### src/rtl/binary_to_gray_counter.sv
// binary_to_gray_counter
// Up/down binary counter with a registered Gray-code view of the same count.
// bin and gray come from one next-state value, so they always change on the same edge.
// wrap pulses for one cycle after a count step rolls over in either direction.
// Define GRAY_CHECK_EN to add the sticky err flag. err is set when a count step moves
// gray by anything other than exactly one bit.
module binary_to_gray_counter #(
    parameter int unsigned WIDTH = 4
) (
    input  logic             clk,
    input  logic             rst_n,
    input  logic             en,
    input  logic             up,
    input  logic             load,
    input  logic [WIDTH-1:0] load_val,
    output logic [WIDTH-1:0] bin,
    output logic [WIDTH-1:0] gray,
    output logic             wrap
`ifdef GRAY_CHECK_EN
    ,
    output logic             err
`endif
);

    localparam logic [WIDTH-1:0] Zero    = '0;
    localparam logic [WIDTH-1:0] AllOnes = '1;
    localparam logic [WIDTH-1:0] One     = {{(WIDTH-1){1'b0}}, 1'b1};

    // Operation selected on this edge. Load wins over count, and count wins over hold.
    typedef enum logic [1:0] {
        OpHold,
        OpLoad,
        OpUp,
        OpDown
    } op_e;

    op_e              op;
    logic [WIDTH-1:0] bin_q, bin_d;
    logic [WIDTH-1:0] gray_q, gray_d;
    logic             wrap_q, wrap_d;

    // Pick the operation for this edge.
    always_comb begin
        op = OpHold;
        if (load) begin
            op = OpLoad;
        end else if (en) begin
            op = up ? OpUp : OpDown;
        end
    end

    // Next binary value and roll-over detection. A load never reports a wrap.
    always_comb begin
        bin_d  = bin_q;
        wrap_d = 1'b0;
        unique case (op)
            OpLoad: begin
                bin_d = load_val;
            end
            OpUp: begin
                bin_d  = bin_q + One;
                wrap_d = (bin_q == AllOnes);
            end
            OpDown: begin
                bin_d  = bin_q - One;
                wrap_d = (bin_q == Zero);
            end
            default: begin
                bin_d = bin_q;
            end
        endcase
    end

    // Gray code of the next value. It is registered alongside bin, so no extra latency.
    always_comb begin
        gray_d = bin_d ^ (bin_d >> 1);
    end

    // Count, code and wrap registers.
    always_ff @(posedge clk or negedge rst_n) begin
        if (!rst_n) begin
            bin_q  <= Zero;
            gray_q <= Zero;
            wrap_q <= 1'b0;
        end else begin
            bin_q  <= bin_d;
            gray_q <= gray_d;
            wrap_q <= wrap_d;
        end
    end

    assign bin  = bin_q;
    assign gray = gray_q;
    assign wrap = wrap_q;

`ifdef GRAY_CHECK_EN
    logic [WIDTH-1:0] gray_diff;
    logic             one_bit_step;
    logic             err_q, err_d;

    // A count step must flip exactly one gray bit. A load may jump anywhere, so it
    // is not checked.
    always_comb begin
        gray_diff    = gray_q ^ gray_d;
        one_bit_step = (gray_diff != Zero) && ((gray_diff & (gray_diff - One)) == Zero);
        err_d        = err_q;
        if (((op == OpUp) || (op == OpDown)) && !one_bit_step) begin
            err_d = 1'b1;
        end
    end

    // Sticky error flag. Only reset clears it.
    always_ff @(posedge clk or negedge rst_n) begin
        if (!rst_n) begin
            err_q <= 1'b0;
        end else begin
            err_q <= err_d;
        end
    end

    assign err = err_q;
`endif

endmodule

### config.mk
export PLATFORM = sky130hd
export DESIGN_NAME = binary_to_gray_counter
export DESIGN_NICKNAME = d
export VERILOG_FILES = /design/src/rtl/binary_to_gray_counter.sv
export SDC_FILE = /design/constraint.sdc
export NUM_CORES = 1
export LEC_CHECK = 0
export ABC_CLOCK_PERIOD_IN_PS = 3900
export BUFFER_PORTS_ARGS = -buffer_cell sky130_fd_sc_hd__buf_2
export CAP_MARGIN = 15
export CORE_AREA = 3 3 40 42
export CTS_CLUSTER_SIZE = 25
export DETAILED_ROUTE_END_ITERATION = 6
export DIE_AREA = 0 0 43 45
export HOLD_SLACK_MARGIN = 0.02
export PLACE_DENSITY = 0.62
export SETUP_SLACK_MARGIN = 0.1
export SLEW_MARGIN = 20
export SYNTH_ARGS = -nofsm -noshare
export SYNTH_HDL_FRONTEND = slang
export SYNTH_SLANG_ARGS = --single-unit
### constraint.sdc
create_clock -name clk -period 3.9 [get_ports clk]
set_input_delay 0.39 -clock clk [delete_from_list [all_inputs] [get_ports clk]]
set_output_delay 0.39 -clock clk [all_outputs]
set_load 0.02 [all_outputs]
==> impl_metrics.yaml <==
timing:
  tightestPinTransition_ns: 0.298
  finalCriticalPeriod_ns: 2.17
  maxSlewViolCount: 0
  rsz0062_at_grt: "no"
  setup-violations-final: 0
  layout_worst_path_cycle_share: 0.556
  skew_ns: 0.00289
  slew_headroom: 0.799
  finalSetupTns_ns: 0
  layout_setup_ws_ns: 1.73
  max_freq_ghz: 0.461
  finalHoldViolations: 0
yosys:
  yosys-top-cells-area: "dfrtp_1 (44%), xor2_1 (7.7%), xnor2_1 (5.8%)"
  synth_area_leader: "dfrtp_1"
  synth.lib_cells_used.distinct: 22
  synth.ff_latch_count: 8
  synthDominantCellAreaShare: 0.438
  yosysWarnings: 0
  synth_sequential_area_ratio: 0.438
  mappedNetlistNets: 55
  synthesis.instances: 45
  post_synth.cell_area_avg_um2: 10.1
  netlist_area_um2: 457
finish:
  insertedDiodeCount: 0
  layout_commonest_cell: "buf_2"
  area_growth_syn_to_layout_pct: 27.4
  final_nets: 76
  drive_above_1_share: 0.344
  layout.cells.non_filler: 79
  mostFrequentLayoutCells: "buf_2 (17), dfrtp_1 (8), nor2_1 (5)"
clocking:
  cts_made_buffers: 3
  post_cts_buffers: 0
  cts_tree: "done"
  clockBufferDepth: 2
  tritoncts_sink_count: 8
  path_clk_slew_ns: 0.05
  htreeDepth: 1
  cts_root_buffer: "clkbuf_4"
  clk_latency_ns: 0.25
global_routing:
  grt_first_pass_wirelength_mm: 1.34
  global_route.usage.total: 0.0982
  grtUsageMet3: 0.0120
  grt_antenna_before_repair: 0
  grt.met1_usage: 0.136
  grt_max_degree: 12
  number_of_global_route_vias_before_repair: 309
  groute.layer.met2.usage: 0.123
  global_route.peak_usage_layer: "met1"
  globalRoute.totalOverflow: 0
floorplan:
  floorplan_die_area_um2: 1940
  core_area_um2: 1280
  floorplan.die.width_um: 43
  placement_rows: 13
  initial_core_utilization: 0.355
  io_pins: 18
  fp.dieH_um: 45
setup_path:
  worst_path_largest_cell_delay_ns: 0.36
  critical_path_peak_fanout: 11
  crit_family: "XOR/XNOR gates"
  critical_path.endpoint_type: "register"
  ff2ff_setup_slack_ns: 1.77
  standard_cell_with_the_maximum_stage_delay_on_the_critical_path: "xor3_1"
  cp.required_ns: 4.03
  data_arrival_time_of_the_worst_path_ns: 2.30
  cell_by_cell_trace_of_the_critical_path: "buf_2, inv_1, nand2_1, nor2_1, xor2_1, ha_1, and2_1, o21ai_1, xor2_1, xor3_1, mux2_2"
  worst_path_most_repeated_cell: "xor2_1"
  cp-start-kind: "input pin"
  timing_worst_setup_path_type: "input pin to register"
  cp_num_buf_inv: 2
place:
  dp_hpwl_um: 679
  post-place-ws_ns: 1.47
  placedCellCount: 75
  total_of_buffers_placed_on_input_and_output_ports: 17
  place_congestion: 0.678
power_and_ir_drop:
  worst_voltage_drop_across_the_vdd_grid_mv: 0.265
  power_density_nw_per_um2: 463
  cellLeakagePower_nw: 0.293
routing:
  wl_per_cell_um: 11.1
  dr.first_iter.drc_count: 3
  post-route-drc-count: 0
  via_per_instance_ratio: 4.62
  drt-pass1-iter-count: 3
  drt.antenna.violating_nets: 0
  finalWirelength_um: 873
  dr_total_vias: 365
job:
  cap_violations: 0
outcome:
  result_of_the_run: "finished clean"
min_path:
  hold_path.class: "input pin to register"
-- cells by family after synthesis --
kind of cell,count (synthesis),synth area share
muxes,2,0.0466
adders and majority gates,1,0.0274
buffers and inverters,4,0.0411
DFF,8,0.438
xor gates and xnor gates,8,0.186
AOI/OAI and AO/OA,9,0.131
and+or+nand+nor,13,0.129
-- through the flow --
step / utilization / power [mW] / instance area (um^2) / hold slack, ns
floorplan: - / 0.179 / 457 / 0.0944
global placement: 0.427 / 0.209 / 549 / 0.245
detailed placement: 0.427 / 0.208 / 549 / 0.243
CTS: 0.453 / 0.274 / 582 / 0.373
global route: 0.453 / 0.286 / 582 / 0.423
finish: 0.453 / 0.269 / 582 / 0.376
-- worst reg2reg max path: stages (launching register included) --
cell     delay [ns]
dfrtp_1        0.45
xor2_1         0.19
ha_1           0.19
and2_1         0.15
o21ai_1        0.15
xor2_1         0.26
xor3_1         0.36
mux2_2         0.27
-- path summary, 6_finish.rpt --
path / cells past startpoint / start / to
min reg2reg: 2 / bin[3] / bin[3]
min in group asynchronous: 2 / rst_n / bin[3]
max in group asynchronous: 2 / rst_n / wrap
min: 3 / load_val[3] / bin[3]
max: 11 / load / gray[2]
max reg2reg: 7 / bin[1] / gray[2]
-- layout make-up --
class	count	area (um^2)
Sequential cell	8	200
Multi-Input combinational cell	33	238
Fill cell	127	703
Inverter	2	7.51
Clock buffer	3	22.5
Tap cell	15	18.8
Timing Repair Buffer	18	95.1
-- metal layers --
metal | wire (um) | vias up
met2 | 374 | 10
met5 | 0 | -
met3 | 51 | 2
met1 | 438 | 162
met4 | 8 | 0
li1 | - | 191
-- cell usage after synthesis, drive strengths merged --
cell type / instances
dfrtp: 8
nor2: 5
nand2: 4
o21ai: 4
xor2: 4
xnor2: 3
inv: 2
nor3: 2
a211oi: 1
a21oi: 1
a22oi: 1
and2: 1
and4: 1
buf: 1
clkbuf: 1
ha: 1
mux2: 1
mux2i: 1
o21a: 1
o31ai: 1
xor3: 1
-- state kept, by name, indices dropped and copies added, names as in the netlist --
signal	count
wrap	1
gray	3
bin	4
-- where the power goes --
| group | switching (mW) | internal (mW) | leakage [nW] | total, mW |
|---|---|---|---|---|
| logic | 0.0535 | 0.0432 | 0.182 | 0.0968 |
| clock network | 0.0269 | 0.0351 | 0.0138 | 0.0621 |
| registers | 0.0119 | 0.0984 | 0.0972 | 0.110 |
-- timing repair --
action,CTS,global route
endpoints found under the hold margin,8,0
resized for setup,0,0
hold buffers,1,0
Power figures use the tool's default switching activity.
